==> config.mk <==
export PLATFORM = sky130hd
export DESIGN_NAME = fetch_ctrl
export DESIGN_NICKNAME = d
export VERILOG_FILES = /design/src/rtl/fetch_ctrl.sv
export SDC_FILE = /design/constraint.sdc
export NUM_CORES = 1
export LEC_CHECK = 0
export CAP_MARGIN = 20
export CORE_MARGIN = 3
export CORE_UTILIZATION = 26
export CTS_CLUSTER_DIAMETER = 100
export DETAILED_ROUTE_END_ITERATION = 8
export HOLD_SLACK_MARGIN = 0.03
export SETUP_SLACK_MARGIN = 0.02
export SYNTH_ARGS = -nofsm -noshare
export SYNTH_HDL_FRONTEND = slang
export SYNTH_SLANG_ARGS = --single-unit
==> constraint.sdc <==
create_clock -name clk -period 6.7 [get_ports clk]
set_clock_uncertainty 0.1 [all_clocks]
set_input_delay 1.675 -clock clk [delete_from_list [all_inputs] [get_ports clk]]
set_output_delay 1.675 -clock clk [all_outputs]
set_load 0.01 [all_outputs]
==> src/rtl/fetch_ctrl.sv <==
// Instruction-fetch sequencer: owns the PC, registers {pc, instr} into the IF stage,
// and handles stall, branch redirect and halt detection.
module fetch_ctrl #(
    parameter logic [31:0] RESET_PC   = 32'h0000_0000,
    parameter logic [31:0] HALT_INSN  = 32'h0000_0063,
    parameter int unsigned IMEM_WORDS = 256
) (
    input  logic        clk,
    input  logic        rst,
    input  logic        stall_i,
    input  logic        redirect_i,
    input  logic [31:0] redirect_pc_i,
    output logic [31:0] imem_addr_o,
    input  logic [31:0] imem_instr_i,
    output logic        if_valid_o,
    output logic [31:0] if_pc_o,
    output logic [31:0] if_instr_o,
    output logic        halted_o,
    output logic        misalign_o,
    output logic        oor_o,
    output logic [31:0] fetch_count_o
);

    typedef enum logic [1:0] {
        ST_BOOT,
        ST_RUN,
        ST_HALT
    } state_e;

    // 33 bits so the limit cannot wrap when compared against a 32-bit PC
    localparam logic [32:0] OOR_LIMIT = 33'(IMEM_WORDS) * 33'd4;

    state_e      state_q, state_d;
    logic [31:0] pc_q, pc_d;
    logic        if_valid_q, if_valid_d;
    logic [31:0] if_pc_q, if_pc_d;
    logic [31:0] if_instr_q, if_instr_d;
    logic        misalign_q, misalign_d;
    logic        oor_q, oor_d;
    logic [31:0] fetch_count_q, fetch_count_d;

    logic [31:0] redirect_aligned;
    logic        redirect_misaligned;

    assign redirect_aligned    = {redirect_pc_i[31:2], 2'b00};
    assign redirect_misaligned = |redirect_pc_i[1:0];

    always_ff @(posedge clk) begin
        if (rst) begin
            state_q       <= ST_BOOT;
            pc_q          <= RESET_PC;
            if_valid_q    <= 1'b0;
            if_pc_q       <= 32'h0;
            if_instr_q    <= 32'h0;
            misalign_q    <= 1'b0;
            oor_q         <= 1'b0;
            fetch_count_q <= 32'h0;
        end else begin
            state_q       <= state_d;
            pc_q          <= pc_d;
            if_valid_q    <= if_valid_d;
            if_pc_q       <= if_pc_d;
            if_instr_q    <= if_instr_d;
            misalign_q    <= misalign_d;
            oor_q         <= oor_d;
            fetch_count_q <= fetch_count_d;
        end
    end

    always_comb begin
        state_d       = state_q;
        pc_d          = pc_q;
        if_valid_d    = if_valid_q;
        if_pc_d       = if_pc_q;
        if_instr_d    = if_instr_q;
        misalign_d    = misalign_q;
        fetch_count_d = fetch_count_q;

        case (state_q)
            ST_BOOT: begin
                state_d = ST_RUN;
            end
            ST_RUN: begin
                if (redirect_i) begin
                    pc_d       = redirect_aligned;
                    if_valid_d = 1'b0;
                    misalign_d = misalign_q | redirect_misaligned;
                end else if (!stall_i) begin
                    if_pc_d       = pc_q;
                    if_instr_d    = imem_instr_i;
                    if_valid_d    = 1'b1;
                    fetch_count_d = (fetch_count_q == 32'hFFFF_FFFF) ? fetch_count_q
                                                                     : fetch_count_q + 32'd1;
                    // A fetched halt parks the PC on itself until a redirect arrives
                    if (imem_instr_i == HALT_INSN) begin
                        state_d = ST_HALT;
                    end else begin
                        pc_d = pc_q + 32'd4;
                    end
                end
            end
            ST_HALT: begin
                if_valid_d = 1'b0;
                if (redirect_i) begin
                    state_d    = ST_RUN;
                    pc_d       = redirect_aligned;
                    misalign_d = misalign_q | redirect_misaligned;
                end
            end
            default: begin
                state_d = ST_BOOT;
            end
        endcase

        oor_d = oor_q | ({1'b0, pc_d} >= OOR_LIMIT);
    end

    assign imem_addr_o   = pc_q;
    assign if_valid_o    = if_valid_q;
    assign if_pc_o       = if_pc_q;
    assign if_instr_o    = if_instr_q;
    assign halted_o      = (state_q == ST_HALT);
    assign misalign_o    = misalign_q;
    assign oor_o         = oor_q;
    assign fetch_count_o = fetch_count_q;

endmodule

==> out/metrics.yaml <==
cts_sinks: 133
final_max_slew_viol_count: 0
grt_first_pass_wirelength_um: 34400
grt_max_degree: 79
drt-wirelength-per-cell_um: 16.7
die_area_sq_um: 26300
critPathMaxFanout: 13
holdWs_ns: 0.351
n_antenna_cell: 0
tightest_slew_ns: 1.04
layout_min_cycle_time_ns: 4.86
clockRootBuffer: "clkbuf_16"
die_h_um: 162
avgViaCountPerCell: 4.96
cts_made_buffers: 17
required_ns: 6.85
dp_hpwl_um: 15500
first_global_vias: 6160
nFillCells: 2458
cts_buffer_depth: 2
syn_inst: 804
synth-seq-cells: 133
crit_arrival_ns: 5.01
setup_tns_ns: 0
cts_resized: 0
dpl_cell_area_sq_um: 8560
drtIter0Drc: 492
finalHoldViolCount: 0
hp-class: "reg2reg"
syn_area_per_cell_sq_um: 7.88
maxSlewHeadroom_pct: 30.8
ys_seq_area_share_pct: 42.0
drt-total-wl_um: 21900
yosys.cell_types.count: 65
syn_to_final_growth_pct: 44.4
synth.cell_area_sq_um: 6330
setup_viol: 0
io_pins: 200
async_reset_ff_share_pct: 0
layout_commonest_cell: "clkdlybuf4s50_1"
cts_tree: "built"
r2r_cells: 10
cp-end-kind: "flip-flop"
drive_gt1_share_pct: 5.47
r2r_slack_ns: 2.80
post-route-period-util_pct: 72.6
route.detailed.drc: 0
power.leakage_uw: 0.00307
vdd_drop_max_v: 0.000148
gp_congestion: 0.873
hold_buffers: 0
first_pass_iters: 5
num_rows: 56
antenna_left: 0
synth_enable_flop_cells: 0
yosysWarnings: 0
antenna_found_initial: 2
start_util_pct: 26.7
path_clk_slew_ns: 0.06
final_cell_mix: "clkdlybuf4s50_1 (198), nand2_1 (180), dfxtp_1 (133), a21oi_1 (93), nor2_1 (66)"
io_buffers: 199
die_w_um: 162
clkLatencyLatePin_ns: 0.42
worstSetupPathType: "in2reg"
htreeDepth: 4
critPathLaunch: "imem_instr_i[1]"
status: "complete, no violations"
multi_input_area_sq_um: 3440
critPathLaunchType: "input port"
grt_usage_pct: 16.3
reg2reg_to: "oor_o$_SDFF_PP0_"
finalNetCount: 1049
powerDensity_nw_per_um2: 219
core_sq_um: 23700
grt_overflow: 0
endpoint: "oor_o$_SDFF_PP0_"
max_cap_viol_count: 0
post_cts_buffers: 0
reg2reg_from: "state_q[0]$_SDFFE_PP0P_"
vias: 6488
synth_nets: 878
final_cell_area_sq_um: 9150
final-seq-area_sq_um: 2660
rsz0062_at_grt: "no"
max_freq_ghz: 0.206
dominantRegCellSynth: "dfxtp_1"
routing by layer:
metal / GRT usage, % / part of all wire, % / up-vias
met3: 5.13 / 6.9 / 25
met1: 21.7 / 45 / 3070
met4: 4.19 / 1.5 / 4
met2: 25.8 / 46 / 202
li1: - / - / 3187
met5: 0 / 0.12 / -
layout make-up:
| type | instances | share of cell area, % |
|---|---|---|
| sequential | 133 | 29.1 |
| inverter | 9 | 0.369 |
| timing repair buffer | 204 | 22.2 |
| tap | 319 | 4.36 |
| clock inverter | 12 | 1.41 |
| multi-input combinational | 610 | 37.6 |
| clock buffer | 20 | 4.99 |
state kept, by name, summed over array words and instances, names as in the netlist:
signal         cells
imem_addr_o       32
misalign_o         1
oor_o              1
if_instr_o        32
if_valid_o         1
fetch_count_o     32
state_q            2
if_pc_o           32
power by group:
| part | total, uW | leakage, uW | switching, uW | internal, uW |
|---|---|---|---|---|
| Combinational | 234 | 0.00172 | 125 | 109 |
| Sequential | 840 | 0.00108 | 29.4 | 811 |
| Clock | 928 | 0.000282 | 361 | 567 |
| Total | 2000 | 0.00307 | 515 | 1490 |
synth_stat cells (7+ instances only):
cell	count	area [sq um]
and3_1	15	93.8
dfxtp_1	133	2660
a22oi_1	7	52.6
clkbuf_1	42	158
xor2_1	22	193
o211ai_1	8	60.1
nand3_1	19	95.1
or3_1	8	50.1
nor3_1	11	55.1
o22ai_1	8	50.1
xnor2_1	9	78.8
nor4_1	13	81.3
and2_1	11	68.8
nor2_1	67	251
nand4_1	13	81.3
and4_1	7	61.3
a21oi_1	93	465
nand2_1	180	676
inv_1	8	30.0
o21ai_0	27	135
buf_2	9	45.0
through the flow:
stage / total power (uW) / utilization (%) / std cells / setup WS, ns
floorplan: 968 / - / 804 / 2.97
global placement: 1090 / 36.1 / 1275 / 1.61
detailed placement: 1090 / 36.1 / 1275 / 1.36
CTS: 2030 / 38.6 / 1307 / 1.80
global route: 2080 / 38.6 / 1307 / 1.48
finish: 2000 / 38.6 / 1307 / 1.84
how the worst min path moves through the flow:
stage	start	endpoint	slack, ns	cells after the start
global placement	if_instr_o[9]$_SDFFE_PP0P_	if_instr_o[9]$_SDFFE_PP0P_	0.34	2
detailed placement	if_pc_o[27]$_SDFFE_PP0P_	if_pc_o[27]$_SDFFE_PP0P_	0.35	2
global route	if_pc_o[27]$_SDFFE_PP0P_	if_pc_o[27]$_SDFFE_PP0P_	0.37	2
finish	if_instr_o[27]$_SDFFE_PP0P_	if_instr_o[27]$_SDFFE_PP0P_	0.35	2
floorplan	if_instr_o[0]$_SDFFE_PP0P_	if_instr_o[0]$_SDFFE_PP0P_	0.38	2
CTS	if_pc_o[27]$_SDFFE_PP0P_	if_pc_o[27]$_SDFFE_PP0P_	0.35	2
cells by family after synthesis:
family / count (synthesis) / synth area share, %
multiplexers: 6 / 0.968
adder cells (fa/ha/maj): 6 / 1.19
AND/OR/NAND/NOR: 367 / 27.4
flip-flops: 133 / 42.0
AO/OA/AOI/OAI: 200 / 20.3
XOR/XNOR: 31 / 4.29
buffers and inverters: 61 / 3.81
worst max-delay path: stages:
cell,delay [ns]
clkdlybuf4s50_1,0.49
nor4bb_1,0.37
nand4_1,0.69
o21ai_4,0.55
nor4_1,0.08
o41ai_1,0.51
nand4_1,0.15
nor4_1,0.34
a41oi_1,0.15
No activity file was read; power rests on OpenSTA's default activity.
